===== config.mk =====
export PLATFORM = sky130hd
export DESIGN_NAME = instr_fetch_unit_flat
export DESIGN_NICKNAME = d
export VERILOG_FILES = /design/src/rtl/instr_fetch_unit_pkg.sv /design/src/rtl/instr_fetch_unit_if.sv /design/src/rtl/instr_fetch_unit_fetch_queue.sv /design/src/rtl/instr_fetch_unit.sv /design/src/flat_wrapper.sv
export SDC_FILE = /design/constraint.sdc
export NUM_CORES = 1
export LEC_CHECK = 0
export ABC_CLOCK_PERIOD_IN_PS = 6640
export BUFFER_PORTS_ARGS = -buffer_cell sky130_fd_sc_hd__buf_2
export CORE_ASPECT_RATIO = 1.5
export CORE_MARGIN = 2
export CORE_UTILIZATION = 50
export CTS_BUF_LIST = sky130_fd_sc_hd__clkbuf_8
export CTS_CLUSTER_DIAMETER = 120
export DETAILED_ROUTE_END_ITERATION = 16
export GPL_TIMING_DRIVEN = 0
export PLACE_DENSITY = 0.81
export SLEW_MARGIN = 40
export SYNTH_ARGS = -nofsm -noshare
export SYNTH_HDL_FRONTEND = slang
export SYNTH_SLANG_ARGS = --single-unit

===== constraint.sdc =====
create_clock -name clk -period 6.64 [get_ports clk]
set_input_delay 0.332 -clock clk [delete_from_list [all_inputs] [get_ports clk]]
set_output_delay 0.332 -clock clk [all_outputs]
set_load 0.02 [all_outputs]

===== src/rtl/instr_fetch_unit_pkg.sv =====
// Shared types for the instruction fetch unit: FSM state, default widths and queue entry.
// Optional build macro: FETCH_ALIGN_CHECK_EN (misaligned-PC reporting).
package fetch_pkg;

    localparam int unsigned FETCH_ADDR_W = 32;
    localparam int unsigned FETCH_DATA_W = 32;

    typedef enum logic [1:0] {
        IDLE,
        WAIT_RESP,
        DROP
    } fetch_state_t;

    typedef struct packed {
        logic [FETCH_ADDR_W-1:0] pc;
        logic [FETCH_DATA_W-1:0] instr;
        logic                    misalign;
    } fetch_entry_t;

endpackage


===== src/rtl/instr_fetch_unit_if.sv =====
// PC, instruction-memory and decode-side signals of the fetch unit.
// FETCH_ALIGN_CHECK_EN adds the per-entry instr_misalign flag.
interface instr_fetch_unit_if #(
    parameter int unsigned ADDR_W = 32,
    parameter int unsigned DATA_W = 32
);
    logic [ADDR_W-1:0] pc;
    logic              pc_hold;
    logic              redirect;
    logic              imem_req;
    logic [ADDR_W-1:0] imem_addr;
    logic              imem_gnt;
    logic              imem_rvalid;
    logic [DATA_W-1:0] imem_rdata;
    logic              instr_valid;
    logic [DATA_W-1:0] instr;
    logic [ADDR_W-1:0] instr_pc;
    logic              instr_ready;
`ifdef FETCH_ALIGN_CHECK_EN
    logic              instr_misalign;
`endif

    // master = the fetch unit; slave = PC logic, memory and decode around it
    modport master (
        input  pc, redirect, imem_gnt, imem_rvalid, imem_rdata, instr_ready,
        output pc_hold, imem_req, imem_addr, instr_valid, instr, instr_pc
`ifdef FETCH_ALIGN_CHECK_EN
        , instr_misalign
`endif
    );

    modport slave (
        output pc, redirect, imem_gnt, imem_rvalid, imem_rdata, instr_ready,
        input  pc_hold, imem_req, imem_addr, instr_valid, instr, instr_pc
`ifdef FETCH_ALIGN_CHECK_EN
        , instr_misalign
`endif
    );
endinterface


===== src/rtl/instr_fetch_unit_fetch_queue.sv =====
// Synchronous circular FIFO with push/pop/flush; head is visible combinationally.
// Simultaneous push and pop is accepted even when full.
module fetch_queue #(
    parameter int unsigned WIDTH = 1,
    parameter int unsigned DEPTH = 2
) (
    input  logic                   clk,
    input  logic                   i_rst,
    input  logic                   i_push,
    input  logic [WIDTH-1:0]       i_push_data,
    input  logic                   i_pop,
    input  logic                   i_flush,
    output logic [WIDTH-1:0]       o_head,
    output logic [$clog2(DEPTH):0] o_count,
    output logic                   o_full,
    output logic                   o_empty
);
    localparam int unsigned PTR_W = $clog2(DEPTH);
    localparam int unsigned CNT_W = PTR_W + 1;

    logic [WIDTH-1:0] r_mem [DEPTH];
    logic [PTR_W-1:0] r_wr_ptr;
    logic [PTR_W-1:0] r_rd_ptr;
    logic [CNT_W-1:0] r_count;
    logic             w_wr;
    logic             w_rd;

    assign o_empty = (r_count == '0);
    assign o_full  = (r_count == CNT_W'(DEPTH));
    assign o_count = r_count;
    assign w_rd    = i_pop && !o_empty;
    assign w_wr    = i_push && (!o_full || w_rd);
    assign o_head  = o_empty ? '0 : r_mem[r_rd_ptr];

    always_ff @(posedge clk) begin
        if (i_rst || i_flush) begin
            r_wr_ptr <= '0;
            r_rd_ptr <= '0;
            r_count  <= '0;
        end else begin
            if (w_wr) r_wr_ptr <= r_wr_ptr + 1'b1;
            if (w_rd) r_rd_ptr <= r_rd_ptr + 1'b1;
            case ({w_wr, w_rd})
                2'b10:   r_count <= r_count + 1'b1;
                2'b01:   r_count <= r_count - 1'b1;
                default: r_count <= r_count;
            endcase
        end
    end

    always_ff @(posedge clk) begin
        if (w_wr && !i_flush) r_mem[r_wr_ptr] <= i_push_data;
    end
endmodule


===== src/rtl/instr_fetch_unit.sv =====
// Fetches the word at the current PC (one request in flight) and queues {pc, instr} for decode.
// FETCH_ALIGN_CHECK_EN: misaligned PCs are queued with instr=0 and a misalign flag, no memory access.
module instr_fetch_unit
    import fetch_pkg::*;
#(
    parameter int unsigned ADDR_W = FETCH_ADDR_W,
    parameter int unsigned DATA_W = FETCH_DATA_W,
    parameter int unsigned DEPTH  = 2
) (
    input  logic               clk,
    input  logic               startin,
    instr_fetch_unit_if.master fetch
);
    localparam int unsigned CNT_W = $clog2(DEPTH) + 1;

    typedef struct packed {
        logic [ADDR_W-1:0] pc;
        logic [DATA_W-1:0] instr;
`ifdef FETCH_ALIGN_CHECK_EN
        logic              misalign;
`endif
    } entry_t;

    fetch_state_t      r_state;
    fetch_state_t      w_next_state;
    logic [ADDR_W-1:0] r_req_pc;
    logic [CNT_W-1:0]  w_count;
    logic              w_full;
    logic              w_empty;
    logic              w_outstanding;
    logic              w_space;
    logic              w_issue_ok;
    logic              w_req;
    logic              w_accept;
    logic              w_mis_push;
    logic              w_push;
    logic              w_pop;
    entry_t            w_push_entry;
    entry_t            w_head;

    // The space check counts the in-flight slot so a response always has room.
    assign w_outstanding = (r_state != IDLE);
    assign w_space       = (w_count + CNT_W'(w_outstanding)) < CNT_W'(DEPTH);
    assign w_issue_ok    = (r_state == IDLE) && w_space && !fetch.redirect && !startin;

`ifdef FETCH_ALIGN_CHECK_EN
    assign w_mis_push = w_issue_ok && (fetch.pc[1:0] != 2'b00);
    assign w_req      = w_issue_ok && !w_mis_push;
`else
    assign w_mis_push = 1'b0;
    assign w_req      = w_issue_ok;
`endif
    assign w_accept = w_req && fetch.imem_gnt;

    always_ff @(posedge clk) begin
        if (startin) r_state <= IDLE;
        else         r_state <= w_next_state;
    end

    always_ff @(posedge clk) begin
        if (startin)       r_req_pc <= '0;
        else if (w_accept) r_req_pc <= fetch.pc;
    end

    always_comb begin
        w_next_state = r_state;
        case (r_state)
            IDLE:      if (w_accept) w_next_state = WAIT_RESP;
            WAIT_RESP: begin
                if (fetch.imem_rvalid)   w_next_state = IDLE;
                else if (fetch.redirect) w_next_state = DROP;
            end
            DROP:      if (fetch.imem_rvalid) w_next_state = IDLE;
            default:   w_next_state = IDLE;
        endcase
    end

    always_comb begin
        fetch.imem_req  = w_req;
        fetch.imem_addr = fetch.pc;
        fetch.pc_hold   = !(w_accept || w_mis_push);
        w_push          = ((r_state == WAIT_RESP) && fetch.imem_rvalid && !fetch.redirect)
                          || w_mis_push;
        w_pop           = !w_empty && fetch.instr_ready && !fetch.redirect;
        w_push_entry.pc    = r_req_pc;
        w_push_entry.instr = fetch.imem_rdata;
`ifdef FETCH_ALIGN_CHECK_EN
        w_push_entry.misalign = 1'b0;
        if (w_mis_push) begin
            w_push_entry.pc       = fetch.pc;
            w_push_entry.instr    = '0;
            w_push_entry.misalign = 1'b1;
        end
`endif
    end

    fetch_queue #(
        .WIDTH($bits(entry_t)),
        .DEPTH(DEPTH)
    ) u_queue (
        .clk        (clk),
        .i_rst      (startin),
        .i_push     (w_push),
        .i_push_data(w_push_entry),
        .i_pop      (w_pop),
        .i_flush    (fetch.redirect),
        .o_head     (w_head),
        .o_count    (w_count),
        .o_full     (w_full),
        .o_empty    (w_empty)
    );

    assign fetch.instr_valid = !w_empty;
    assign fetch.instr       = w_head.instr;
    assign fetch.instr_pc    = w_head.pc;
`ifdef FETCH_ALIGN_CHECK_EN
    assign fetch.instr_misalign = w_head.misalign;
`endif

    a_no_push_overflow: assert property (@(posedge clk) disable iff (startin)
        !(w_push && w_full && !w_pop));
endmodule


===== src/flat_wrapper.sv =====
// flat-port wrapper written by rule: the top's interface ports become plain ports
module instr_fetch_unit_flat import fetch_pkg::*;
#(
    parameter int unsigned ADDR_W = FETCH_ADDR_W,
    parameter int unsigned DATA_W = FETCH_DATA_W,
    parameter int unsigned DEPTH  = 2
)
  (clk, startin, fetch_pc, fetch_redirect, fetch_imem_gnt, fetch_imem_rvalid, fetch_imem_rdata, fetch_instr_ready, fetch_pc_hold, fetch_imem_req, fetch_imem_addr, fetch_instr_valid, fetch_instr, fetch_instr_pc);
  instr_fetch_unit_if #(.ADDR_W(ADDR_W), .DATA_W(DATA_W)) fetch_i ();
  input  logic clk;
  input  logic startin;
  input wire logic [$bits(fetch_i.pc)-1:0] fetch_pc;
  input wire logic [$bits(fetch_i.redirect)-1:0] fetch_redirect;
  input wire logic [$bits(fetch_i.imem_gnt)-1:0] fetch_imem_gnt;
  input wire logic [$bits(fetch_i.imem_rvalid)-1:0] fetch_imem_rvalid;
  input wire logic [$bits(fetch_i.imem_rdata)-1:0] fetch_imem_rdata;
  input wire logic [$bits(fetch_i.instr_ready)-1:0] fetch_instr_ready;
  output wire logic [$bits(fetch_i.pc_hold)-1:0] fetch_pc_hold;
  output wire logic [$bits(fetch_i.imem_req)-1:0] fetch_imem_req;
  output wire logic [$bits(fetch_i.imem_addr)-1:0] fetch_imem_addr;
  output wire logic [$bits(fetch_i.instr_valid)-1:0] fetch_instr_valid;
  output wire logic [$bits(fetch_i.instr)-1:0] fetch_instr;
  output wire logic [$bits(fetch_i.instr_pc)-1:0] fetch_instr_pc;
  assign fetch_i.pc = fetch_pc;
  assign fetch_i.redirect = fetch_redirect;
  assign fetch_i.imem_gnt = fetch_imem_gnt;
  assign fetch_i.imem_rvalid = fetch_imem_rvalid;
  assign fetch_i.imem_rdata = fetch_imem_rdata;
  assign fetch_i.instr_ready = fetch_instr_ready;
  assign fetch_pc_hold = fetch_i.pc_hold;
  assign fetch_imem_req = fetch_i.imem_req;
  assign fetch_imem_addr = fetch_i.imem_addr;
  assign fetch_instr_valid = fetch_i.instr_valid;
  assign fetch_instr = fetch_i.instr;
  assign fetch_instr_pc = fetch_i.instr_pc;
  instr_fetch_unit #(.ADDR_W(ADDR_W), .DATA_W(DATA_W), .DEPTH(DEPTH)) u_core (.clk(clk), .startin(startin), .fetch(fetch_i));
endmodule

==> PnR_summary.wiki, run 1 <==
{| class="wikitable"
! Metric !! Value
|-
| Cell type group with the largest total delay on the critical path || buffers and inverters
|-
| Crit path capture type || primary output
|-
| Data arrival time of the critical path || 2010 ps
|-
| Mapped cell area || around 0.0066 mm²
|-
| Violation count after the first detailed-routing iteration || 159
|-
| Crit-path max cell delay || 400 ps
|-
| Area share of the largest cell type after synthesis || 57.86%
|-
| Total global routing overflow || 0
|-
| Pin count of the biggest net entering global routing || 20
|-
| Setup TNS || 0 ps
|-
| Number of antenna violations at the first check in global routing || 0
|-
| Die area || between 0.01 and 0.015 mm²
|-
| CTS tree || yes
|-
| Via count of the first global-routing pass || ~4.3k
|-
| Finished Layout Cells || 850
|-
| Worst path slowest cell || dfxtp_1
|-
| Routed via count divided by cell count || 5.007
|-
| Synth cell types || 28
|-
| Pre-Repair DR Iteration Count || 4
|-
| Async S/R FF share, synth || 0%
|-
| Origin of the critical flop-to-flop path || u_core.u_queue.o_count[1]
|-
| Achievable frequency || approximately 430 MHz
|-
| Core occupancy in the finished layout || around 64%
|-
| Critical path startpoint category || flip-flop
|-
| HP Start || fetch_imem_rdata[15]
|-
| Mean instance size in the synthesized netlist || 13.70 µm²
|-
| Ranking of synthesized cells by instance count || edfxtp_1 (128), nor2_1 (74), mux2i_1 (65)
|-
| Final routed wire length divided by cell count || 16.01 µm
|-
| Worst clock skew || around 7 ps
|-
| Final critical-path required period || approximately 2300 ps
|-
| Static leakage || about 3.2 nW
|-
| Ys flop type || edfxtp_1
|-
| IR Drop Worst-Case VDD || 160.5 µV
|-
| WS Path Type || flip-flop to primary output
|-
| Count of vias placed by the detailed router || 4256
|-
| Measured slew at the worst slew-check pin || 670.4 ps
|-
| Number of buffers added to fix hold violations after cts || 0
|-
| Site Rows || 51
|-
| Post-route fraction of the period consumed by the critical path || 35.20%
|-
| Wirelength, routed || between 10 and 15 mm
|-
| GR Util All Layers || 19.29%
|-
| Layout overhead on the synthesized area || 24.37%
|-
| Worst-path fanout max || 10
|-
| Final worst-path setup slack || 4303 ps
|-
| Setup violators final || 0
|-
| Clock-pin slew on the worst setup and hold paths || 90 ps
|-
| Final Hold Viols || 0
|-
| Worst min-delay path class || input port to flip-flop
|-
| Cells taking the most area after synthesis || edfxtp_1 (58%), dfxtp_1 (12%), mux2i_1 (9.8%), nor2_1 (4.2%), buf_4 (4.0%)
|-
| Yosys warnings || 0
|-
| Number of flip-flops and latches in the synthesized netlist || 167
|-
| Inserted Clock Buffers || 17
|-
| I/O Pins || 169
|-
| Cell chain of the critical path || nor2_1 -> buf_2 -> buf_1 -> nor2_1 -> buf_2
|-
| Result of the run || complete, no violations
|-
| Final-layout fill cell count || around 990
|-
| Fraction of layout instances using a drive strength above 1 || 37.48%
|-
| Die Ht || 145.2 µm
|-
| Wire length of the first global-routing pass || between 20 and 25 mm
|-
| Number of flops mapped to enable cells by yosys || 128
|-
| Worst rel slew slack || a little under three fifths
|-
| Number of diodes || 0
|-
| Number of input and output port buffers inserted || 168
|-
| DP Cell Count || 818
|-
| Starting utilization of the core area || 51.28%
|-
| Residual antenna-violating net count after detailed routing || 0
|-
| DRC violations left || 0
|-
| Maximum level of the CTS H-tree || 4
|-
| Total power per unit cell area || between 200 and 250 mW/mm²
|-
| Crit path buffers/inverters || 3
|-
| Nets in the synthesized netlist || 556
|-
| Deepest clock path buffer count || 2
|-
| Synthesized netlist cell count || 485
|-
| Placeable Area || 0.01295 mm²
|-
| Cts repair resizes || 0
|-
| Max Transition Viols Final || 0
|-
| Placement-stage worst setup slack || 4441 ps
|-
| Launching element of the worst setup path || u_core.u_queue.o_count[1]
|-
| Sequential share of the synthesized area || a little over two thirds
|-
| Worst-Skew Late Latency || 450 ps
|-
| Number of max-cap violations || 0
|-
| CTS sink count || about 170
|-
| Global placement routability congestion || 0.7809
|-
| Post-CTS setup-driven buffer insertion count || 0
|-
| Clock Tree Root || clkbuf_8
|-
| Unrepaired setup endpoints after global routing || no
|-
| Die boundary width || 98.11 µm
|-
| Cell with the most instances after synthesis || edfxtp_1
|-
| Synth area leader || edfxtp_1
|-
| Detailed Place HPWL || 10.15 mm
|-
| CP required || 6310 ps
|-
| Layout net count || 749
|}
[state kept, by name, summed over array words and instances, names as in the netlist, named ones only]
register and flops:
u_core.u_queue.r_mem 128, u_core.r_req_pc 32, u_core.r_state 2, u_core.u_queue.o_count 2, u_core.u_queue.r_rd_ptr 1, u_core.u_queue.r_wr_ptr 1
[worst paths after layout]
path / endpoint / slack, ps / cells past startpoint
worst max-delay path: fetch_instr_pc[22] / 4300 / 5
worst min-delay path: u_core.u_queue.r_mem[1][15] / 60 / 1
worst max register to register: u_core.u_queue.o_count[1] / 4440 / 5
worst min register to register: u_core.u_queue.r_mem[0][38] / 460 / 0
[per-layer routing]
| metal | track usage (%) | part of all wire [%] | wire [µm] | up-vias |
|---|---|---|---|---|
| met3 | 4.624 | 5.2 | 711 | 32 |
| met2 | 35.17 | 54 | 7412 | 153 |
| met1 | 20.34 | 37 | 5064 | 1991 |
| li1 | - | - | - | 2080 |
| met5 | 0 | 0 | 0 | - |
| met4 | 9.653 | 3.1 | 419 | 0 |
[cell families after synthesis]
group,after synthesis,share of synthesized area (%)
DFF,167,69.62
adders and majority gates,1,0.1883
muxes,66,10.02
AOI/OAI and AO/OA,37,2.957
xor gates and xnor gates,3,0.3956
and+or+nand+nor,147,11.02
buffers and inverters,64,5.801
[where the power goes]
group / switching [W] / internal, W / total (W)
clock: 0.000376 / 0.000380 / 0.000756
sequential: 0.00000899 / 0.00114 / 0.00114
combinational: 0.0000585 / 0.0000494 / 0.000108
[cell usage in the layout, fill, tap and decap left out, drive strengths merged, types with 2 or more instances in the layout]
master and instances:
buf 225, clkbuf 26, a21oi 2, nor2 74
nand2b 33, bufinv 3, dfxtp 39, inv 10
o21ai 34, clkinv 2, nor4b 2, mux2i 65
nand4b 3, clkinvlp 4, edfxtp 128, xor2 2
nand3 29
[area by class of cell]
cell class	count	area (µm²)	share of cell area (%)
clock buffers	17	234.0	2.832
multi-input cells	254	1648	19.95
clock inverters	15	190.2	2.302
well taps	159	198.9	2.408
plain buffers	60	370.4	4.483
flip-flops and latches	167	4624	55.97
repair buffers	174	980.9	11.87
inverters	4	15.01	0.1817
[stage by stage]
stage                     power (W)  hold slack [ps]  area (µm²)
after floorplan            0.001225            411.3        6643
after global placement     0.001270            432.1        7682
after detailed placement   0.001276            438.4        7838
after CTS                  0.002023            29.19        8262
after global routing       0.002074            22.69        8262
final                      0.002008            63.10        8262
Power figures use the tool's default switching activity.
==> run 2, diff against run 1 <==
--- a/config.mk
+++ b/config.mk
@@ -5,16 +5,17 @@
 export SDC_FILE = /design/constraint.sdc
 export NUM_CORES = 1
 export LEC_CHECK = 0
-export ABC_CLOCK_PERIOD_IN_PS = 6640
+export ABC_AREA = 1
+export ABC_CLOCK_PERIOD_IN_PS = 1980
 export BUFFER_PORTS_ARGS = -buffer_cell sky130_fd_sc_hd__buf_2
 export CORE_ASPECT_RATIO = 1.5
 export CORE_MARGIN = 2
-export CORE_UTILIZATION = 50
+export CORE_UTILIZATION = 49
 export CTS_BUF_LIST = sky130_fd_sc_hd__clkbuf_8
 export CTS_CLUSTER_DIAMETER = 120
 export DETAILED_ROUTE_END_ITERATION = 16
 export GPL_TIMING_DRIVEN = 0
-export PLACE_DENSITY = 0.81
+export PLACE_DENSITY = 0.83
 export SLEW_MARGIN = 40
 export SYNTH_ARGS = -nofsm -noshare
 export SYNTH_HDL_FRONTEND = slang
==> constraint.sdc (replaced) <==
create_clock -name clk -period 1.98 [get_ports clk]
set_input_delay 0.099 -clock clk [delete_from_list [all_inputs] [get_ports clk]]
set_output_delay 0.099 -clock clk [all_outputs]
set_load 0.02 [all_outputs]
==> run 2 against run 1 <==
Net effect: area after synthesis fell by 2.8%; flip-flop and latch count did not move; via count rose by 19%; utilization rose by 4.2 points; critical endpoint is now fetch_instr_pc[0]; sequential share of layout area fell by 3.4 points; largest cell class unchanged; setup slack got worse by 4200 ps; clock skew rose by 6.6 ps; design area rose by 6.6%; clock power rose to 3.2 times the previous value; register-to-register slack got worse by 4300 ps; non-clock buffer count rose by 69.
==> PnR_summary.wiki, run 2 <==
{| class="wikitable"
! Metric !! Value
|-
| Maximum level of the CTS H-tree || 4 (unchanged)
|-
| HP Start || fetch_pc[22]
|-
| Max reg flops || 128 (unchanged)
|-
| Setup TNS || 0 ps (unchanged)
|-
| Data arrival time of the critical path || 1760 ps (-250 ps)
|-
| Number of flops mapped to enable cells by yosys || 128 (unchanged)
|-
| Fraction of layout instances using a drive strength above 1 || 33.53% (-3.9 points)
|-
| Origin of the critical flop-to-flop path || u_core.r_state[0]
|-
| Synth cell types || 23 (-18%)
|-
| Final Hold Viols || 0 (unchanged)
|-
| I/O Pins || 169 (unchanged)
|-
| Synth area leader || edfxtp_1
|-
| Result of the run || complete, no violations
|-
| Worst reg2reg endpoint || u_core.r_state[0]
|-
| Clock-pin slew on the worst setup and hold paths || 90 ps (about the same)
|-
| Violation count after the first detailed-routing iteration || 201 (+26%)
|-
| Detailed Place HPWL || 10.03 mm (-1.2%)
|-
| Commonest non-fill, non-tap cell in the layout || buf_2
|-
| Pre-Repair DR Iteration Count || 5 (+1)
|-
| Ys flop type || edfxtp_1
|-
| Yosys warnings || 0 (unchanged)
|-
| Largest register by flop count || u_core.u_queue.r_mem
|-
| Die boundary width || 97.73 µm (-0.39%)
|-
| Synthesized netlist cell count || 562 (+16%)
|-
| Setup slack on the worst flop-to-flop path || 140 ps (-4300 ps)
|-
| Total global routing overflow || 0 (unchanged)
|-
| Cell area after placement || 0.007691 mm² (-1.9%)
|-
| Placement-stage worst setup slack || -160.6 ps (-4602 ps)
|-
| CTS tree || yes
|-
| Achievable frequency || between 500 and 600 MHz
|-
| Number of antenna violations at the first check in global routing || 0 (unchanged)
|-
| Async S/R FF share, synth || 0% (unchanged)
|-
| Final routed wire length divided by cell count || 16.11 µm (+0.61%)
|-
| Clock Tree Root || clkbuf_8
|-
| Via count of the first global-routing pass || 5042 (+16%)
|-
| Core occupancy in the finished layout || 68.00% (+4.2 points)
|-
| Biggest regs || u_core.u_queue.r_mem: 128 flops, u_core.r_req_pc: 32 flops
|-
| Finished layout cell area || 0.008808 mm² (+6.6%)
|-
| Number of max-cap violations || 0 (unchanged)
|-
| Static leakage || 3.694 nW (+16%)
|-
| Pin count of the biggest net entering global routing || 23 (+15%)
|-
| Ranking of synthesized cells by instance count || nand2_1 (134), edfxtp_1 (128), a21oi_1 (71), nor2_1 (71), dfxtp_1 (39)
|-
| Final critical-path required period || ~1900 ps
|-
| Worst rel slew slack || 62.59% (+7.4 points)
|-
| Cells taking the most area after synthesis || edfxtp_1 (60%), dfxtp_1 (12%), nand2_1 (7.8%), a21oi_1 (5.5%), nor2_1 (4.1%)
|-
| Die area || 0.01413 mm² (-0.78%)
|-
| Critical path startpoint category || flip-flop
|-
| Residual antenna-violating net count after detailed routing || 0 (unchanged)
|-
| Layout overhead on the synthesized area || 36.41%
|-
| Global placement routability congestion || 0.7262 (-7.0%)
|-
| Worst clock skew || 13.66 ps (+6.566 ps)
|-
| WS Path Type || flip-flop to primary output
|-
| Number of diodes || 0 (unchanged)
|-
| Worst min-delay path class || input port to flip-flop
|-
| Hold Slack || 45.88 ps (-17.23 ps)
|-
| GR Util All Layers || 22.57% (+3.3 points)
|-
| WHS Path Cells || 3 (+2)
|-
| Mapped cell area || 0.006457 mm² (-2.8%)
|-
| Sequential share of the synthesized area || 71.61% (+2.0 points)
|-
| Deepest clock path buffer count || 2 (unchanged)
|-
| Nets in the synthesized netlist || 633 (+14%)
|-
| Min-Delay Endpoint || u_core.r_req_pc[22]
|-
| Wirelength, routed || 16.06 mm (+18%)
|-
| DRC violations left || 0 (unchanged)
|-
| Die Ht || 144.6 µm (-0.39%)
|-
| Setup violators final || 0 (unchanged)
|-
| Placeable Area || 0.01295 mm² (unchanged)
|-
| Number of input and output port buffers inserted || 168 (unchanged)
|-
| Routed via count divided by cell count || 5.059 (+1.0%)
|-
| Worst-path fanout max || 10 (unchanged)
|-
| Site Rows || 51 (unchanged)
|-
| CP required || 1880 ps (-4430 ps)
|-
| Logic depth of the worst register-to-register path || 5 (unchanged)
|-
| Max Transition Viols Final || 0 (unchanged)
|-
| Area share of the largest cell type after synthesis || 59.52% (+1.7 points)
|-
| Inserted Clock Buffers || 17 (unchanged)
|-
| Starting utilization of the core area || 49.85% (-1.4 points)
|-
| Measured slew at the worst slew-check pin || 558.1 ps (-112.3 ps)
|-
| Number of flip-flops and latches in the synthesized netlist || 167 (unchanged)
|-
| Wire length of the first global-routing pass || 24.63 mm (+17%)
|-
| Total power per unit cell area || 765.3 mW/mm² (+210%)
|-
| IR Drop Worst-Case VDD || 524.0 µV (+230%)
|-
| Post-route fraction of the period consumed by the critical path || 93.98%
|-
| Layout net count || 896 (+20%)
|-
| Worst-Skew Late Latency || 450 ps (about the same)
|-
| CTS sink count || 167 (unchanged)
|-
| Cell with the most instances after synthesis || nand2_1
|-
| Crit path capture type || primary output
|-
| Mean instance size in the synthesized netlist || 11.49 µm² (-16%)
|-
| Count of vias placed by the detailed router || 5044 (+19%)
|-
| Unrepaired setup endpoints after global routing || no
|-
| Commonest cells after routing, fill and taps aside || buf_2 (180), nand2_1 (132), edfxtp_1 (128)
|-
| Final worst-path setup slack || 119.2 ps (-4184 ps)
|}
-- run 2: cell count changes after synthesis, sizes merged, moves of 2 or more --
cell / change
a21oi: +69
buf: -2
clkbuf: +2
inv: +8
mux2i: -65
nand2: +135
nand2b: -33
nand3: -26
nand4: +3
nand4b: -3
nor2: -2
nor4b: -2
-- run 2: cell type report --
class / instances / area, µm²
plain buffers: 60 / 400.4
clock buffers: 19 / 261.5
clock inverters: 13 / 142.6
fillers: 911 / 4145
inverters: 13 / 53.80
multi-input cells: 322 / 1433
flip-flops and latches: 167 / 4627
well taps: 159 / 198.9
repair buffers: 243 / 1687
repair inverters: 1 / 5.005
-- run 2: worst max-delay path by stage --
stage,end,cells past startpoint,slack [ps],startpoint
4_1_cts,fetch_instr[19],5,20,flip-flop
3_3_place_gp,u_core.u_queue.r_mem[0][9],4,-760,u_core.r_state[0]
2_1_floorplan,u_core.u_queue.r_mem[0][0],6,-150,u_core.u_queue.o_count[0]
3_5_place_dp,u_core.u_queue.r_mem[1][9],8,-160,u_core.u_queue.o_count[1]
5_1_grt,fetch_instr_pc[0],5,4,flip-flop
6_report,fetch_instr_pc[0],5,120,flip-flop
-- run 2: power by group --
part | switching, W | total, W | internal (W)
logic | 0.000224 | 0.000470 | 0.000246
clock network | 0.00123 | 0.00244 | 0.00120
registers | 0.0000312 | 0.00383 | 0.00380
-- run 2: cell families after synthesis --
kind of cell / Yosys count / synth area share [%]
buffers and inverters: 73 / 6.782
AOI/OAI and AO/OA: 105 / 8.138
DFF: 167 / 71.61
xor gates and xnor gates: 1 / 0.1357
and+or+nand+nor: 215 / 13.14
adders and majority gates: 1 / 0.1937
-- run 2: per-stage QoR --
step	std cells	power, W
after global routing	997	0.006964
after floorplan	562	0.004100
final	997	0.006741
after detailed placement	895	0.004265
after global placement	889	0.004241
after CTS	997	0.006775
-- run 2: layer usage --
layer / vias up / GRT usage (%) / part of all wire, %
met5: - / 0 / 0
met2: 199 / 42.83 / 55
met4: 0 / 9.722 / 2.9
li1: 2422 / - / -
met3: 29 / 4.882 / 5.5
met1: 2394 / 24.04 / 36
-- run 2: what timing repair did --
item | 4_1_cts | 5_1_grt
buffers inserted | 1 | 0
gates cloned | 1 | 0
endpoints found under the setup margin | 30 | 42
gates resized for setup | 6 | 5
hold endpoints to repair | 101 | 0
hold buffers | 68 | 0
-- run 2: critical path: stages, from the launching register on --
cell and delay [ps]:
dfxtp_1 330, inv_2 190, clkbuf_2 280, nand2_1 90, a21oi_1 210, buf_2 210
==> run 3, diff against run 2 <==
--- a/config.mk
+++ b/config.mk
@@ -5,7 +5,6 @@
 export SDC_FILE = /design/constraint.sdc
 export NUM_CORES = 1
 export LEC_CHECK = 0
-export ABC_AREA = 1
 export ABC_CLOCK_PERIOD_IN_PS = 1980
 export BUFFER_PORTS_ARGS = -buffer_cell sky130_fd_sc_hd__buf_2
 export CORE_ASPECT_RATIO = 1.5
==> run 3 against run 2 <==
Net effect: largest cell class unchanged; first-iteration DRC count fell by 20%; critical path type unchanged; critical endpoint is now fetch_instr[25]; utilization fell by 0.77 points; via count fell by 8.0%.
==> PnR_summary.wiki, run 3 (synthesis gave the netlist of run 1 again) <==
{| class="wikitable"
! Metric !! Value
|-
| Result of the run || complete, no violations
|-
| Final worst-path setup slack || 113.2 ps (-6.055 ps)
|-
| Net switching power || 0.001570 W (+5.5%)
|-
| Worst-Skew Late Latency || 440 ps (about the same)
|-
| Die area || 0.01452 mm² (+2.8%)
|-
| Number of diodes || 0 (unchanged)
|-
| Internal power of the cells || 0.005360 W (+2.0%)
|-
| Worst-path fanout max || 10 (unchanged)
|-
| Post-route fraction of the period consumed by the critical path || 94.29% (+0.31 points)
|-
| Residual antenna-violating net count after detailed routing || 0 (unchanged)
|-
| Final critical-path required period || 1867 ps (+6.055 ps)
|-
| Inserted Clock Buffers || 17 (unchanged)
|-
| Finished Layout Cells || 922 (-7.5%)
|-
| CTS sink count || 167 (unchanged)
|-
| Layout net count || 818 (-8.7%)
|-
| Fraction of layout instances using a drive strength above 1 || 36.05% (+2.5 points)
|-
| Portion of total power attributed to sequential cells || 55.4% (-1.5 points)
|-
| GR Util All Layers || 20.75% (-1.8 points)
|-
| Total global routing overflow || 0 (unchanged)
|-
| Final routed wire length divided by cell count || 16.48 µm (+2.3%)
|-
| Number of max-cap violations || 0 (unchanged)
|-
| Min-Delay Endpoint || u_core.r_state[0]
|-
| CP required || 1880 ps (about the same)
|-
| Violation count after the first detailed-routing iteration || 160 (-20%)
|-
| Clock-pin slew on the worst setup and hold paths || 90 ps (about the same)
|-
| HP Start || fetch_redirect
|-
| Static leakage || 3.500 nW (-5.2%)
|-
| Cell area after placement || 0.007861 mm² (+2.2%)
|-
| Setup slack on the worst flop-to-flop path || 140 ps (about the same)
|-
| Combinational fraction of design power || 6.9% (about the same)
|-
| Worst reg2reg endpoint || u_core.u_queue.o_count[1]
|-
| Critical path startpoint category || flip-flop
|-
| Detailed Place HPWL || 10.01 mm (-0.24%)
|-
| Number of antenna violations at the first check in global routing || 0 (unchanged)
|-
| Site Rows || 52 (+2.0%)
|-
| DP Cell Count || 821 (-8.3%)
|-
| Measured slew at the worst slew-check pin || 480.9 ps (-77.18 ps)
|-
| Placeable Area || 0.01340 mm² (+3.5%)
|-
| I/O Pins || 169 (unchanged)
|-
| Pre-Repair DR Iteration Count || 5 (unchanged)
|-
| Origin of the critical flop-to-flop path || u_core.u_queue.o_count[1]
|-
| Crit path capture type || primary output
|-
| Total power per unit cell area || 769.0 mW/mm² (+0.49%)
|-
| Final total power || 0.006929 W (+2.8%)
|-
| Pin count of the biggest net entering global routing || 22 (-4.3%)
|-
| Wire length of the first global-routing pass || 23.48 mm (-4.7%)
|-
| Data arrival time of the critical path || 1770 ps (about the same)
|-
| Layout overhead on the synthesized area || 35.66%
|-
| Routed via count divided by cell count || 5.033 (-0.53%)
|-
| CTS tree || yes
|-
| Achievable frequency || 535.7 MHz (-0.32%)
|-
| Final Hold Viols || 0 (unchanged)
|-
| WHS Path Cells || 4 (+1)
|-
| Max Transition Viols Final || 0 (unchanged)
|-
| Count of vias placed by the detailed router || 4640 (-8.0%)
|-
| Via count of the first global-routing pass || 4866 (-3.5%)
|-
| Commonest cells after routing, fill and taps aside || buf_2 (176), edfxtp_1 (128), nor2_1 (71)
|-
| WS Path Type || flip-flop to primary output
|-
| Die boundary width || 99.07 µm (+1.4%)
|-
| IR Drop Worst-Case VDD || 419.6 µV (-20%)
|-
| Net switching fraction of the power || 22.65% (+0.57 points)
|-
| Clock power share || 37.7% (+1.6 points)
|-
| Placement-stage worst setup slack || 3.938 ps (+164.5 ps)
|-
| Deepest clock path buffer count || 2 (unchanged)
|-
| Global placement routability congestion || 0.7600 (+4.7%)
|-
| DRC violations left || 0 (unchanged)
|-
| Setup violators final || 0 (unchanged)
|-
| Max reg flops || 128 (unchanged)
|-
| Die Ht || 146.6 µm (+1.4%)
|-
| Clock Tree Root || clkbuf_8
|-
| Worst min-delay path class || input port to flip-flop
|-
| Hold Slack || 40.85 ps (-5.029 ps)
|-
| Biggest regs || u_core.u_queue.r_mem: 128 flops, u_core.r_req_pc: 32 flops
|-
| Commonest non-fill, non-tap cell in the layout || buf_2
|-
| Wirelength, routed || 15.19 mm (-5.4%)
|-
| Unrepaired setup endpoints after global routing || no
|-
| Worst clock skew || 8.074 ps (-5.590 ps)
|-
| Largest register by flop count || u_core.u_queue.r_mem
|-
| Maximum level of the CTS H-tree || 4 (unchanged)
|-
| Logic depth of the worst register-to-register path || 5 (unchanged)
|-
| Worst rel slew slack || 67.94% (+5.3 points)
|-
| Starting utilization of the core area || 49.56% (-0.29 points)
|-
| Number of input and output port buffers inserted || 168 (unchanged)
|-
| Finished layout cell area || 0.009011 mm² (+2.3%)
|}
run 3: changes by cell type in the layout (fill, tap and decap cells not counted), moves of 5 or more:
cell,previous run,this run
mux2i_1,0,65
clkbuf_2,8,1
nand2_1,132,0
clkbuf_1,3,8
a21oi_1,71,2
buf_4,34,45
nand2b_1,0,33
nand3_1,1,29
run 3: layer usage:
| layer | global-route usage (%) | wire (µm) | vias up |
|---|---|---|---|
| met5 | 0 | 0 | - |
| met4 | 7.603 | 268 | 0 |
| met3 | 4.883 | 844 | 25 |
| met2 | 39.39 | 8522 | 178 |
| met1 | 21.77 | 5558 | 2220 |
| li1 | - | - | 2217 |
run 3: worst max-delay path, stage by stage (launching register included):
cell	delay, ps
dfxtp_1	330
clkbuf_4	240
buf_4	260
mux2i_1	270
nor2_1	70
buf_2	160
run 3: power groups by stage:
| stage | Clock, W | Sequential, W | Combinational [W] |
|---|---|---|---|
| 5_1_grt | 0.00281 | 0.00384 | 0.000512 |
| 2_1_floorplan | 0 | 0.00391 | 0.000201 |
| 3_5_place_dp | 0 | 0.00392 | 0.000367 |
| 3_3_place_gp | 0 | 0.00391 | 0.000350 |
| 6_report | 0.00261 | 0.00384 | 0.000478 |
| 4_1_cts | 0.00266 | 0.00384 | 0.000469 |
run 3: worst max-delay path by stage:
| stage | endpoint | slack, ps | startpoint |
|---|---|---|---|
| CTS | fetch_instr_pc[6] | 4 | flip-flop |
| detailed placement | u_core.u_queue.r_mem[0][15] | 4 | u_core.r_state[0] |
| global route | fetch_instr[25] | 3 | flip-flop |
| floorplan | u_core.u_queue.r_mem[0][0] | -190 | u_core.r_state[0] |
| global placement | u_core.u_queue.r_mem[0][14] | -680 | u_core.r_state[0] |
| finish | fetch_instr[25] | 110 | flip-flop |
run 3: timing repair:
action / 4_1_cts / 5_1_grt
hold buffers: 65 / 0
setup buffers: 0 / 4
endpoints found under the hold margin: 98 / 0
resized for setup: 11 / 7
setup endpoints to repair: 83 / 125
pin swaps: 2 / 3
run 3: through the flow:
stage | TNS [ps] | util (%)
5_1_grt | 0 | 67.23
3_3_place_gp | -84790 | 57.61
4_1_cts | 0 | 66.92
6_report | 0 | 67.23
2_1_floorplan | -23400 | -
3_5_place_dp | 0 | 58.65
run 3: final cells by class:
| cell class | count | area (µm²) |
|---|---|---|
| clock buffers | 17 | 234.0 |
| inverters | 4 | 15.01 |
| flip-flops and latches | 167 | 4631 |
| repair buffers | 243 | 1662 |
| plain buffers | 60 | 397.9 |
| clock inverters | 15 | 202.7 |
| multi-input cells | 254 | 1667 |
| well taps | 162 | 202.7 |
| fillers | 934 | 4392 |
